--- src/rtl/booth4_mul_iter_pkg.sv ---
// booth4_pkg: shared types and sizing for the radix-4 Booth multipliers.
package booth4_pkg;
    typedef enum logic {IDLE, BUSY} state_e;
    typedef enum logic [2:0] {ZERO, POS1, POS2, NEG1, NEG2} booth_code_e;
    function automatic int ngrp(input int width_r);
        return (width_r + 2) / 2;
    endfunction
endpackage

--- src/rtl/booth4_mul_iter_if.sv ---
// booth4_mul_iter_if: operand/result bundle of the iterative Booth multiplier.
interface booth4_mul_iter_if #(parameter int WIDTH_M = 8, parameter int WIDTH_R = 8);
    logic                       vld_in;
    logic                       rdy_in;
    logic                       sgn_in;
    logic [WIDTH_M-1:0]         multiplicand;
    logic [WIDTH_R-1:0]         multiplier;
    logic [WIDTH_M+WIDTH_R-1:0] mul_out;
    logic                       done;
    modport master (output vld_in, sgn_in, multiplicand, multiplier, input rdy_in, mul_out, done);
    modport slave  (input vld_in, sgn_in, multiplicand, multiplier, output rdy_in, mul_out, done);
endinterface

--- src/rtl/booth4_mul_iter_pp_sel.sv ---
// booth4_pp_sel: radix-4 Booth partial-product selector; negation is ~mag with neg as carry-in.
module booth4_pp_sel
    import booth4_pkg::*;
#(
    parameter int W = 10
) (
    input  logic [2:0]   grp,
    input  logic [W-1:0] a,
    output logic [W-1:0] pp,
    output logic         neg
);
    booth_code_e  code;
    logic [W-1:0] mag;
    always_comb begin
        code = (grp == 3'b001 || grp == 3'b010) ? POS1 :
               (grp == 3'b011) ? POS2 :
               (grp == 3'b100) ? NEG2 :
               (grp == 3'b101 || grp == 3'b110) ? NEG1 : ZERO;
        mag  = (code == POS2 || code == NEG2) ? {a[W-2:0], 1'b0} : (code == ZERO) ? '0 : a;
        neg  = code == NEG1 || code == NEG2;
        pp   = neg ? ~mag : mag;
    end
endmodule

--- src/rtl/booth4_mul_iter.sv ---
// booth4_mul_iter: iterative radix-4 Booth multiplier, one partial product per clock.
// Define BOOTH4_MUL_ITER_EARLY_TERM_EN to finish as soon as all remaining groups encode zero.
module booth4_mul_iter
    import booth4_pkg::*;
#(
    parameter int WIDTH_M = 8,
    parameter int WIDTH_R = 8
) (
    input logic clk,
    input logic rst,
    booth4_mul_iter_if.slave bus
);
    localparam int NG = ngrp(WIDTH_R);
    localparam int W  = WIDTH_M + 2;
    localparam int YW = 2 * NG + 1;
    localparam int P  = WIDTH_M + WIDTH_R;
    localparam int AW = P + 2;
    localparam int CW = $clog2(NG);

    state_e          state_q, state_d;
    logic [W-1:0]    a_q, a_d;
    logic [YW-1:0]   y_q, y_d;
    logic [AW-1:0]   acc_q, acc_d, acc_sum, pp_ext;
    logic [CW-1:0]   cnt_q, cnt_d;
    logic [P-1:0]    mul_q, mul_d;
    logic            done_q, done_d;
    logic [W-1:0]    pp;
    logic            neg, busy, accept, last, rest_zero;
    logic [CW:0]     sh;

    booth4_pp_sel #(.W(W)) u_pp_sel (.grp(y_q[2:0]), .a(a_q), .pp(pp), .neg(neg));

`ifdef BOOTH4_MUL_ITER_EARLY_TERM_EN
    // y_q shifts with sign fill, so uniform upper bits mean every later group is zero
    assign rest_zero = (&y_q[YW-1:2]) || ~(|y_q[YW-1:2]);
`else
    assign rest_zero = 1'b0;
`endif

    always_ff @(posedge clk or posedge rst) begin
        if (rst) state_q <= IDLE;
        else     state_q <= state_d;
    end

    always_comb begin
        state_d = (state_q == IDLE) ? (accept ? BUSY : IDLE) : (last ? IDLE : BUSY);
    end

    always_comb begin
        bus.rdy_in  = state_q == IDLE && !rst;
        bus.done    = done_q;
        bus.mul_out = mul_q;
    end

    always_comb begin
        busy    = state_q == BUSY;
        accept  = bus.vld_in && bus.rdy_in;
        sh      = {cnt_q, 1'b0};
        pp_ext  = {{WIDTH_R{pp[W-1]}}, pp};
        acc_sum = acc_q + (pp_ext << sh) + (AW'(neg) << sh);
        last    = busy && (cnt_q == CW'(NG - 1) || rest_zero);
        a_d     = accept ? {{2{bus.sgn_in & bus.multiplicand[WIDTH_M-1]}}, bus.multiplicand} : a_q;
        y_d     = accept ? {{(2*NG-WIDTH_R){bus.sgn_in & bus.multiplier[WIDTH_R-1]}}, bus.multiplier, 1'b0} :
                  busy ? {{2{y_q[YW-1]}}, y_q[YW-1:2]} : y_q;
        acc_d   = accept ? '0 : busy ? acc_sum : acc_q;
        cnt_d   = accept ? '0 : busy ? cnt_q + CW'(1) : cnt_q;
        mul_d   = last ? acc_sum[P-1:0] : mul_q;
        done_d  = last;
    end

    always_ff @(posedge clk or posedge rst) begin
        if (rst) begin
            a_q    <= '0;
            y_q    <= '0;
            acc_q  <= '0;
            cnt_q  <= '0;
            mul_q  <= '0;
            done_q <= 1'b0;
        end else begin
            a_q    <= a_d;
            y_q    <= y_d;
            acc_q  <= acc_d;
            cnt_q  <= cnt_d;
            mul_q  <= mul_d;
            done_q <= done_d;
        end
    end
endmodule

--- src/flat_wrapper.sv ---
// flat-port wrapper written by rule: the top's interface ports become plain ports
module booth4_mul_iter_flat import booth4_pkg::*;
#(
    parameter int WIDTH_M = 8,
    parameter int WIDTH_R = 8
)
  (clk, rst, bus_vld_in, bus_sgn_in, bus_multiplicand, bus_multiplier, bus_rdy_in, bus_mul_out, bus_done);
  booth4_mul_iter_if #(.WIDTH_M(WIDTH_M), .WIDTH_R(WIDTH_R)) bus_i ();
  input logic clk;
  input logic rst;
  input wire logic [$bits(bus_i.vld_in)-1:0] bus_vld_in;
  input wire logic [$bits(bus_i.sgn_in)-1:0] bus_sgn_in;
  input wire logic [$bits(bus_i.multiplicand)-1:0] bus_multiplicand;
  input wire logic [$bits(bus_i.multiplier)-1:0] bus_multiplier;
  output wire logic [$bits(bus_i.rdy_in)-1:0] bus_rdy_in;
  output wire logic [$bits(bus_i.mul_out)-1:0] bus_mul_out;
  output wire logic [$bits(bus_i.done)-1:0] bus_done;
  assign bus_i.vld_in = bus_vld_in;
  assign bus_i.sgn_in = bus_sgn_in;
  assign bus_i.multiplicand = bus_multiplicand;
  assign bus_i.multiplier = bus_multiplier;
  assign bus_rdy_in = bus_i.rdy_in;
  assign bus_mul_out = bus_i.mul_out;
  assign bus_done = bus_i.done;
  booth4_mul_iter #(.WIDTH_M(WIDTH_M), .WIDTH_R(WIDTH_R)) u_core (.clk(clk), .rst(rst), .bus(bus_i));
endmodule
--- config.mk ---
export PLATFORM = sky130hd
export DESIGN_NAME = booth4_mul_iter_flat
export DESIGN_NICKNAME = d
export VERILOG_FILES = /design/src/rtl/booth4_mul_iter_pkg.sv /design/src/rtl/booth4_mul_iter_if.sv /design/src/rtl/booth4_mul_iter_pp_sel.sv /design/src/rtl/booth4_mul_iter.sv /design/src/flat_wrapper.sv
export SDC_FILE = /design/constraint.sdc
export NUM_CORES = 1
export LEC_CHECK = 0
export CORE_MARGIN = 1.5
export CORE_UTILIZATION = 35
export DETAILED_ROUTE_END_ITERATION = 10
export DONT_BUFFER_PORTS = 1
export HOLD_SLACK_MARGIN = 0.05
export PLACE_DENSITY = 0.6
export SLEW_MARGIN = 10
export SYNTH_ARGS = -nofsm -noshare
export SYNTH_HDL_FRONTEND = slang
export SYNTH_SLANG_ARGS = --single-unit
--- constraint.sdc ---
create_clock -name clk -period 6.3 [get_ports clk]
set_clock_uncertainty 0.2 [all_clocks]
set_input_delay 1.26 -clock clk [delete_from_list [all_inputs] [get_ports clk]]
set_output_delay 1.26 -clock clk [all_outputs]
set_load 0.02 [all_outputs]
==> results of run 1 <==
[tightest hold or removal path: cells and delay by family, from the launching register on]
| kind | cells | cell delay, ns |
|---|---|---|
| flip-flops | 1 | 0.34 |
| AND/OR/NAND/NOR | 2 | 0.10 |
[registers in the layout, summed over array words and instances (netlist names)]
signal              cells
u_core.acc_q           16
u_core.bus.mul_out     16
u_core.y_q             11
u_core.a_q              9
u_core.cnt_q            3
u_core.bus.done         1
u_core.busy             1
[cell families (layout without fill, tap and decap cells)]
kind of cell	after synthesis	count (layout)	synth area share
simple gates	161	161	0.178
compound gates	96	96	0.166
flops	57	57	0.376
buf+inv	44	40	0.0485
fa+ha+maj	32	32	0.123
xor+xnor	24	24	0.0604
mux	16	16	0.0475
[synthesized netlist by cell type (2+ instances only)]
library cell               instances  area share
sky130_fd_sc_hd__dfrtp_1          57        0.38
sky130_fd_sc_hd__nand2b_1          2      0.0033
sky130_fd_sc_hd__mux2_2            5       0.015
sky130_fd_sc_hd__o22ai_1           8       0.013
sky130_fd_sc_hd__buf_6             2      0.0059
sky130_fd_sc_hd__or3_1             2      0.0033
sky130_fd_sc_hd__or2_1             2      0.0033
sky130_fd_sc_hd__nor2_1           30       0.030
sky130_fd_sc_hd__nor3_1            5      0.0066
sky130_fd_sc_hd__fa_1              9       0.047
sky130_fd_sc_hd__ha_1             23       0.076
sky130_fd_sc_hd__a22oi_1           7       0.014
sky130_fd_sc_hd__o21ai_0          22       0.029
sky130_fd_sc_hd__nand4b_1          4      0.0092
sky130_fd_sc_hd__inv_1            19       0.019
sky130_fd_sc_hd__and3_1            3      0.0049
sky130_fd_sc_hd__o21ai_1           6      0.0079
sky130_fd_sc_hd__buf_2             3      0.0040
sky130_fd_sc_hd__mux2i_1           9       0.024
sky130_fd_sc_hd__a31oi_1           3      0.0049
sky130_fd_sc_hd__a211oi_1          8       0.016
sky130_fd_sc_hd__o31ai_1           5      0.0099
sky130_fd_sc_hd__a21oi_1          18       0.024
sky130_fd_sc_hd__a21o_1            4      0.0079
sky130_fd_sc_hd__nand2_1         100       0.099
sky130_fd_sc_hd__nand3_1           9       0.012
sky130_fd_sc_hd__and2_1            2      0.0033
sky130_fd_sc_hd__o221ai_2          3       0.012
sky130_fd_sc_hd__xnor2_1          14       0.032
sky130_fd_sc_hd__xor2_1            9       0.021
sky130_fd_sc_hd__clkbuf_1         15       0.015
sky130_fd_sc_hd__buf_1             3      0.0030
sky130_fd_sc_hd__o21a_1            5      0.0099
sky130_fd_sc_hd__o221ai_1          2      0.0046
[worst min-delay path by stage]
| stage | start | to | slack [ns] |
|---|---|---|---|
| 6_report | u_core.y_q[7] | u_core.y_q[7] | 0.28 |
| 3_5_place_dp | u_core.y_q[4] | u_core.y_q[4] | 0.26 |
| 3_3_place_gp | u_core.y_q[4] | u_core.y_q[4] | 0.26 |
| 5_1_grt | u_core.y_q[6] | u_core.y_q[6] | 0.31 |
| 4_1_cts | u_core.y_q[4] | u_core.y_q[4] | 0.28 |
| 2_1_floorplan | u_core.y_q[3] | u_core.y_q[3] | 0.25 |
[metal layers]
metal | part of all wire | vias up
li1 | - | 1455
met1 | 0.47 | 1441
met2 | 0.48 | 43
met3 | 0.038 | 10
met4 | 0.012 | 0
met5 | 0 | -
[per-stage QoR]
step | instances | setup slack, ns | hold WS, ns
after global placement | 546 | 1.51 | 0.259
final | 562 | 1.40 | 0.278
after CTS | 562 | 1.38 | 0.282
after detailed placement | 546 | 1.42 | 0.264
after global routing | 562 | 0.993 | 0.307
after floorplan | 430 | 2.08 | 0.246
[cell type report]
cell class / count / area, sq um / area share
Clock buffer: 11 / 151 / 0.0368
Clock inverter: 5 / 77.6 / 0.0189
Inverter: 21 / 78.8 / 0.0192
Multi-Input combinational cell: 329 / 2180 / 0.531
Sequential cell: 57 / 1430 / 0.347
Tap cell: 136 / 170 / 0.0414
Timing Repair Buffer: 3 / 22.5 / 0.00548
==> results, run 1 <==
- The placement-stage cell area is 0.00388 sq mm.
- 0 antenna diodes ended up in the layout.
- The number of storage elements in the synthesis netlist is 57.
- The maximum number of buffers from clock root to sink is 2.
- For this run, global-route usage on met3 was measured as 0.0468.
- The clock net sink count is 57.
- For this run the aggregate overflow at the end of global routing stands at 0.
- In this run the worst setup path terminates at u_core.bus.mul_out[15].
- The placer's final routability congestion estimate is 0.865.
- The global routing met1 resource utilization is 0.227.
- The total of max-cap violations is 0.
- The pin count of the biggest net entering global routing is slightly below 60.
- The number of I/O port buffers is 0.
- Together, buffers and inverters on the worst path number 1.
- The combined global-route utilization of all metal layers is 0.168.
- In the final layout, the share of cells above drive strength 1 is 0.0775.
- For the pin with the worst max-slew slack, the measured transition is 0.924 ns.
- The type of element capturing the critical path is a register.
- The synthesized design contains 0 enable-type register cells.
- The startpoint identified for the worst register-to-register timing path is u_core.y_q[2].
- The total routed wirelength is 8650 microns.
- The flow ran to the end, and the final reports show no timing, DRC or antenna violations.
- The worst hold path belongs to the class register to register.
- Setup violations remaining at the end of the flow were counted as 0.
- The critical path crosses 15 cells after its start point.
- The cell type group with the largest total delay on the critical path is compound AO/OA/AOI/OAI gates.
- Counting distinct cell types in the post-synthesis netlist gives 46.
- The post-synthesis net count is about 480.
- The finished cells cover 0.00411 sq mm.
- The mean instance size in the synthesized netlist is 8.82 sq um.
- The number of hold-slack violations in the final timing report is 0.
- In the synthesized netlist the async set-or-reset flop fraction comes to 1.00.
- For the final routed database, the setup TNS stands at 0 ns.
- The per-cell routed wire length is 15.4 microns.
- The launching element of the worst setup path is u_core.y_q[2].
- Pin placement for this block handled 38 I/O pins.
- The CTS tree is done.
- Walking the worst path, the cells encountered are or3b_1 -> nor2_1 -> a211oi_1 -> mux2_2 -> or3_1 -> fa_1 -> inv_1 -> fa_1 -> a21oi_1 -> o21ai_1 -> o221a_2 -> a31oi_1 -> o21ai_0 -> xnor2_1 -> o21ai_1.
- Of the synthesized area, sequential elements account for 0.376.
- The remaining number of nets flagged by the antenna check after routing is 0.
- The arrival time at the worst endpoint is 4.90 ns.
- Setup repair after global routing left no endpoint under its margin.
- Compared with the post-synthesis result, the final layout area differs by 8.34%.
- Leaving out fill and tap cells, the most frequent cell in the layout is sky130_fd_sc_hd__nand2_1.
- The synthesized netlist occupies a cell area of 0.00379 sq mm.
- The standard-cell row count is 37.
- Clock-pin slew was measured on the worst setup and hold paths at around 0.07 ns.
- The startpoint type of the worst setup path is a register.
- For this run, global-route usage on met2 was measured as 0.257.
- The die is ~110 microns wide.
- TritonCTS created 9 clock buffers.
- Along the worst path, the maximum fanout reaches 21.
- Detailed placement finished with a half-perimeter wire length of between 6000 and 7000 microns.
- The number of DRC markers after the initial detailed-route iteration is ~140.
- In the layout the commonest cells are sky130_fd_sc_hd__nand2_1, sky130_fd_sc_hd__dfrtp_1, sky130_fd_sc_hd__nor2_1, sky130_fd_sc_hd__ha_1, sky130_fd_sc_hd__o21ai_0.
- The capture instance of the worst register-to-register path is u_core.bus.mul_out[15].
- Clock tree synthesis selected as its root buffer the cell sky130_fd_sc_hd__clkbuf_8.
- For this run, the slowest stage of the critical path takes 0.78 ns.
- In the routed layout, each cell is associated on average with a via count of 5.25.
- The worst register-to-register path has a depth of 15.
- The die area is 0.0115 sq mm.
- The core region area is 0.0104 sq mm.
- For this run, the top clock speed supported by timing is slightly above 200 MHz.
- The via count of the first global-routing pass is 2931.
- The primary flip-flop cell chosen by synthesis mapping is sky130_fd_sc_hd__dfrtp_1.
- The count of H-tree levels built during CTS is 3.
- For flop-to-flop paths, the worst setup slack is roughly 1.4 ns.
- For this configuration, the core starts out at a cell density of 0.364.
- The slowest stage cell on the critical path is sky130_fd_sc_hd__dfrtp_1.
- At the end of the flow, the number of nets in the layout was approximately 470.
- The required time of the worst setup path is roughly 6.3 ns.
- The filler cell count is 1031.
- The hold-critical path depth is 2.
- The first global-routing pass estimated around 15000 microns of wire.
- The max-slew violation count was 0.
- The first detailed-routing pass took 4 iterations.
- The post-cts hold buffer count is 0.
- The worst setup path is of the register to register kind.
- Dividing the final minimum period by the clock period gives 0.777.
- The die is 107 microns tall.
- Counting I/O delays and the setup requirement, the final critical path takes between 4 and 5 ns.
- The initial antenna violation count came to 0.
- Clock latency on the worst-skew pair, taken at its later pin, is 0.35 ns.
- The most used routing layer is met2.
- In the routed design, unresolved DRC markers number 0.
- The number of warnings issued by yosys is 0.
- Gates resized during post-CTS repair numbered 0.
- The number of instances in the synthesized netlist is 430.
- In this run the tightest slew margin relative to its limit is 0.382.
- The via total after detailed routing is roughly 2900.
- The end-of-flow core utilization is 0.395.
- Buffers added to address setup during post-CTS repair amount to 0.
Power of run 1 is left out: the tool's default activity adds up to more than one toggle a clock period on the data nets, which glitch-free logic cannot reach.
==> run 2, diff against run 1 <==
==> constraint.sdc (replaced) <==
create_clock -name clk -period 4.55 [get_ports clk]
set_clock_uncertainty 0.2 [all_clocks]
set_input_delay 0.91 -clock clk [delete_from_list [all_inputs] [get_ports clk]]
set_output_delay 0.91 -clock clk [all_outputs]
set_load 0.02 [all_outputs]
==> run 2 against run 1 <==
Non-clock buffer count up 8. Routed wire length rose by 1.8%. Fmax grew 13%. Worst setup slack got worse by 1.2 ns. Critical endpoint unchanged. Via count stayed put. Critical path depth grew 1.
==> results, run 2 (same netlist as run 1, synthesis figures left out) <==
- The clock buffer count from CTS is 9.
- Counting buffers and inverters, the worst setup path is 16 cells deep.
- The arrival time at the worst endpoint is 4.32 ns.
- The worst slew margin relative to its limit is 0.395.
- The via count of the first global-routing pass came to 3030.
- For this configuration, the core starts out at a cell density of 0.364.
- The core region is between 0.01 and 0.015 sq mm.
- The final clock period utilization by the worst path is 0.949.
- The final critical-path required period is 4.32 ns.
- The remaining number of nets flagged by the antenna check after routing is 0.
- The most used routing layer is met2.
- Data on the critical path is required at its endpoint by 4.55 ns.
- After detailed routing, the average wire length per cell comes to 15.5 microns.
- Clock-pin slew was measured on the worst setup and hold paths at 0.07 ns.
- The die area is ~0.011 sq mm.
- The commonest non-fill, non-tap cell in the layout is sky130_fd_sc_hd__nand2_1.
- From bottom edge to top edge, the die measures 107 microns.
- The placed wire-length estimate is 6450 microns.
- After detailed routing, the number of vias per cell comes to approximately 5.2.
- The maximum number of buffers from clock root to sink is 2.
- The number of buffers and inverters on the critical path is 2.
- Wires add up to 8810 microns.
- The total of max-cap violations is 0.
- Port buffering added 0 buffers.
- STA classifies the critical path endpoint as a register.
- The met3 usage in global routing is 0.0438.
- For this run, the total global-route usage over all layers was measured as 0.169.
- Setup violations remaining at the end of the flow were counted as 0.
- In this run the clock root is driven by a sky130_fd_sc_hd__clkbuf_8.
- The placer's final routability congestion estimate is 0.921.
- The launching element of the worst setup path is u_core.y_q[1].
- The pin count of the biggest net entering global routing is 36.
- The total inserted antenna cells is 0.
- The worst reg2reg path depth is 16.
- In this run the most critical hold path is launched from u_core.y_q[3].
- The initialized floorplan defines 37 standard-cell rows.
- By startpoint and endpoint, the worst setup path is classified as register to register.
- The chip width is approximately 110 microns.
- The worst setup path is launched from a register.
- The later pin in the worst-skew pair is clocked with a latency of 0.36 ns.
- The global-route met2 utilization is 0.263.
- Based on the critical path, the design can be clocked at up to 232 MHz.
- For this block, the via count after detailed routing is 2949.
- The global routing met1 resource utilization is 0.220.
- Along the worst hold path, the cell count comes to 2.
- The total negative setup slack is 0 ns.
- The cell type group with the largest total delay on the critical path is compound AO/OA/AOI/OAI gates.
- The largest stage delay on the critical path is around 0.52 ns.
- The slowest stage cell on the critical path is sky130_fd_sc_hd__fa_1.
- The count of H-tree levels built during CTS is 3.
- Of all nets on the critical path, the largest fanout is 9.
- The top-level port count is 38.
- The post-synthesis to final-layout area growth is 9.83%.
- For this design, the CTS-stage hold fixing added 0 buffers.
- The flow ran to the end, and the final reports show no timing, DRC or antenna violations.
- The startpoint of the worst-slack reg-to-reg timing path is u_core.y_q[1].
- The first routing iteration left 125 violations.
- Summed over all layers, the global routing overflow is 0.
- The number of iterations in the first detailed-routing pass is 4.
- The worst min-delay path class is register to register.
- The net count of the finished layout is 481.
- Of the cells placed in the final design, the portion with a size suffix greater than 1 is 0.104.
- The slew at the pin with the worst max-slew slack is 0.905 ns.
- The first-pass GRT wire length is 15100 microns.
- The top cell types in the final layout, fill and taps aside, are sky130_fd_sc_hd__nand2_1, sky130_fd_sc_hd__dfrtp_1, sky130_fd_sc_hd__nor2_1, sky130_fd_sc_hd__ha_1, sky130_fd_sc_hd__o21ai_0.
- TritonCTS built the clock tree.
- The max-slew violation count is 0.
- The number of hold-slack violations in the final timing report is 0.
- Walking the worst path, the cells encountered are buf_4 -> xnor2_4 -> nor2_1 -> a211oi_1 -> mux2_2 -> or3_1 -> fa_1 -> inv_1 -> fa_1 -> a21oi_2 -> o21ai_1 -> o221a_2 -> a31oi_2 -> o21ai_0 -> xnor2_1 -> o21ai_1.
- For this run, design rule violations remaining after detail routing come to 0.
- Counting every sink on the clock net gives 57.
- The initial antenna violation count is 0.
==> run 2: cell count changes in the layout (fill, tap and decap cells not counted), sizes merged <==
cell,before,now
buf,3,11
clkbuf,11,10
clkinv,3,4
==> run 2: area by class of cell <==
cell class,instances,area [sq um]
multi-input combinational,329,2200
tap,136,170
sequential,57,1430
clock buffer,10,128
inverter,21,78.8
clock inverter,6,82.6
timing repair buffer,11,82.6
fill,1042,6250
==> run 2: worst reg2reg max path: stages, from the launching register on <==
cell and delay (ns):
sky130_fd_sc_hd__dfrtp_2 0.46, sky130_fd_sc_hd__buf_4 0.18, sky130_fd_sc_hd__xnor2_4 0.17, sky130_fd_sc_hd__nor2_1 0.13
sky130_fd_sc_hd__a211oi_1 0.07, sky130_fd_sc_hd__mux2_2 0.30, sky130_fd_sc_hd__or3_1 0.34, sky130_fd_sc_hd__fa_1 0.52
sky130_fd_sc_hd__inv_1 0.07, sky130_fd_sc_hd__fa_1 0.47, sky130_fd_sc_hd__a21oi_2 0.20, sky130_fd_sc_hd__o21ai_1 0.11
sky130_fd_sc_hd__o221a_2 0.30, sky130_fd_sc_hd__a31oi_2 0.20, sky130_fd_sc_hd__o21ai_0 0.15, sky130_fd_sc_hd__xnor2_1 0.20
sky130_fd_sc_hd__o21ai_1 0.08
==> run 2: metrics by stage <==
stage	std cells	hold WS [ns]	utilization	instance area, sq um	worst slack, ns
final	570	0.276	0.400	4170	0.231
after global routing	570	0.309	0.400	4170	-0.00240
after CTS	569	0.285	0.398	4140	0.0894
after detailed placement	553	0.268	0.378	3930	0.112
after global placement	553	0.261	0.378	3930	0.233
after floorplan	430	0.246	-	3790	0.334
==> run 2: per-layer routing <==
metal	wire length, microns	part of all wire
met1	4170	0.47
met2	4060	0.46
met3	379	0.043
met4	203	0.023
met5	0	0
==> run 2: final timing paths <==
kind | slack (ns) | end
max in group asynchronous | 2.99 | u_core.acc_q[13]
min in group asynchronous | 0.36 | u_core.busy
max reg2reg | 0.23 | u_core.bus.mul_out[15]
min reg2reg | 0.28 | u_core.y_q[3]
max | 0.23 | u_core.bus.mul_out[15]
min | 0.28 | u_core.y_q[3]
==> run 2: what timing repair did <==
action | 4_1_cts | 5_1_grt
endpoints found under the setup margin | 0 | 9
buffers inserted | 0 | 1
resized for setup | 0 | 5
Power of run 2 is left out for the same reason.
==> run 3, diff against run 2 <==
--- a/config.mk
+++ b/config.mk
@@ -7,6 +7,7 @@
 export LEC_CHECK = 0
 export CORE_MARGIN = 1.5
 export CORE_UTILIZATION = 35
+export CTS_CLUSTER_DIAMETER = 100
 export DETAILED_ROUTE_END_ITERATION = 10
 export DONT_BUFFER_PORTS = 1
 export HOLD_SLACK_MARGIN = 0.05
==> results of run 3 <==
No change in the layout: final DEF, timing and power equal those of run 2.
Power of run 3 is left out for the same reason.
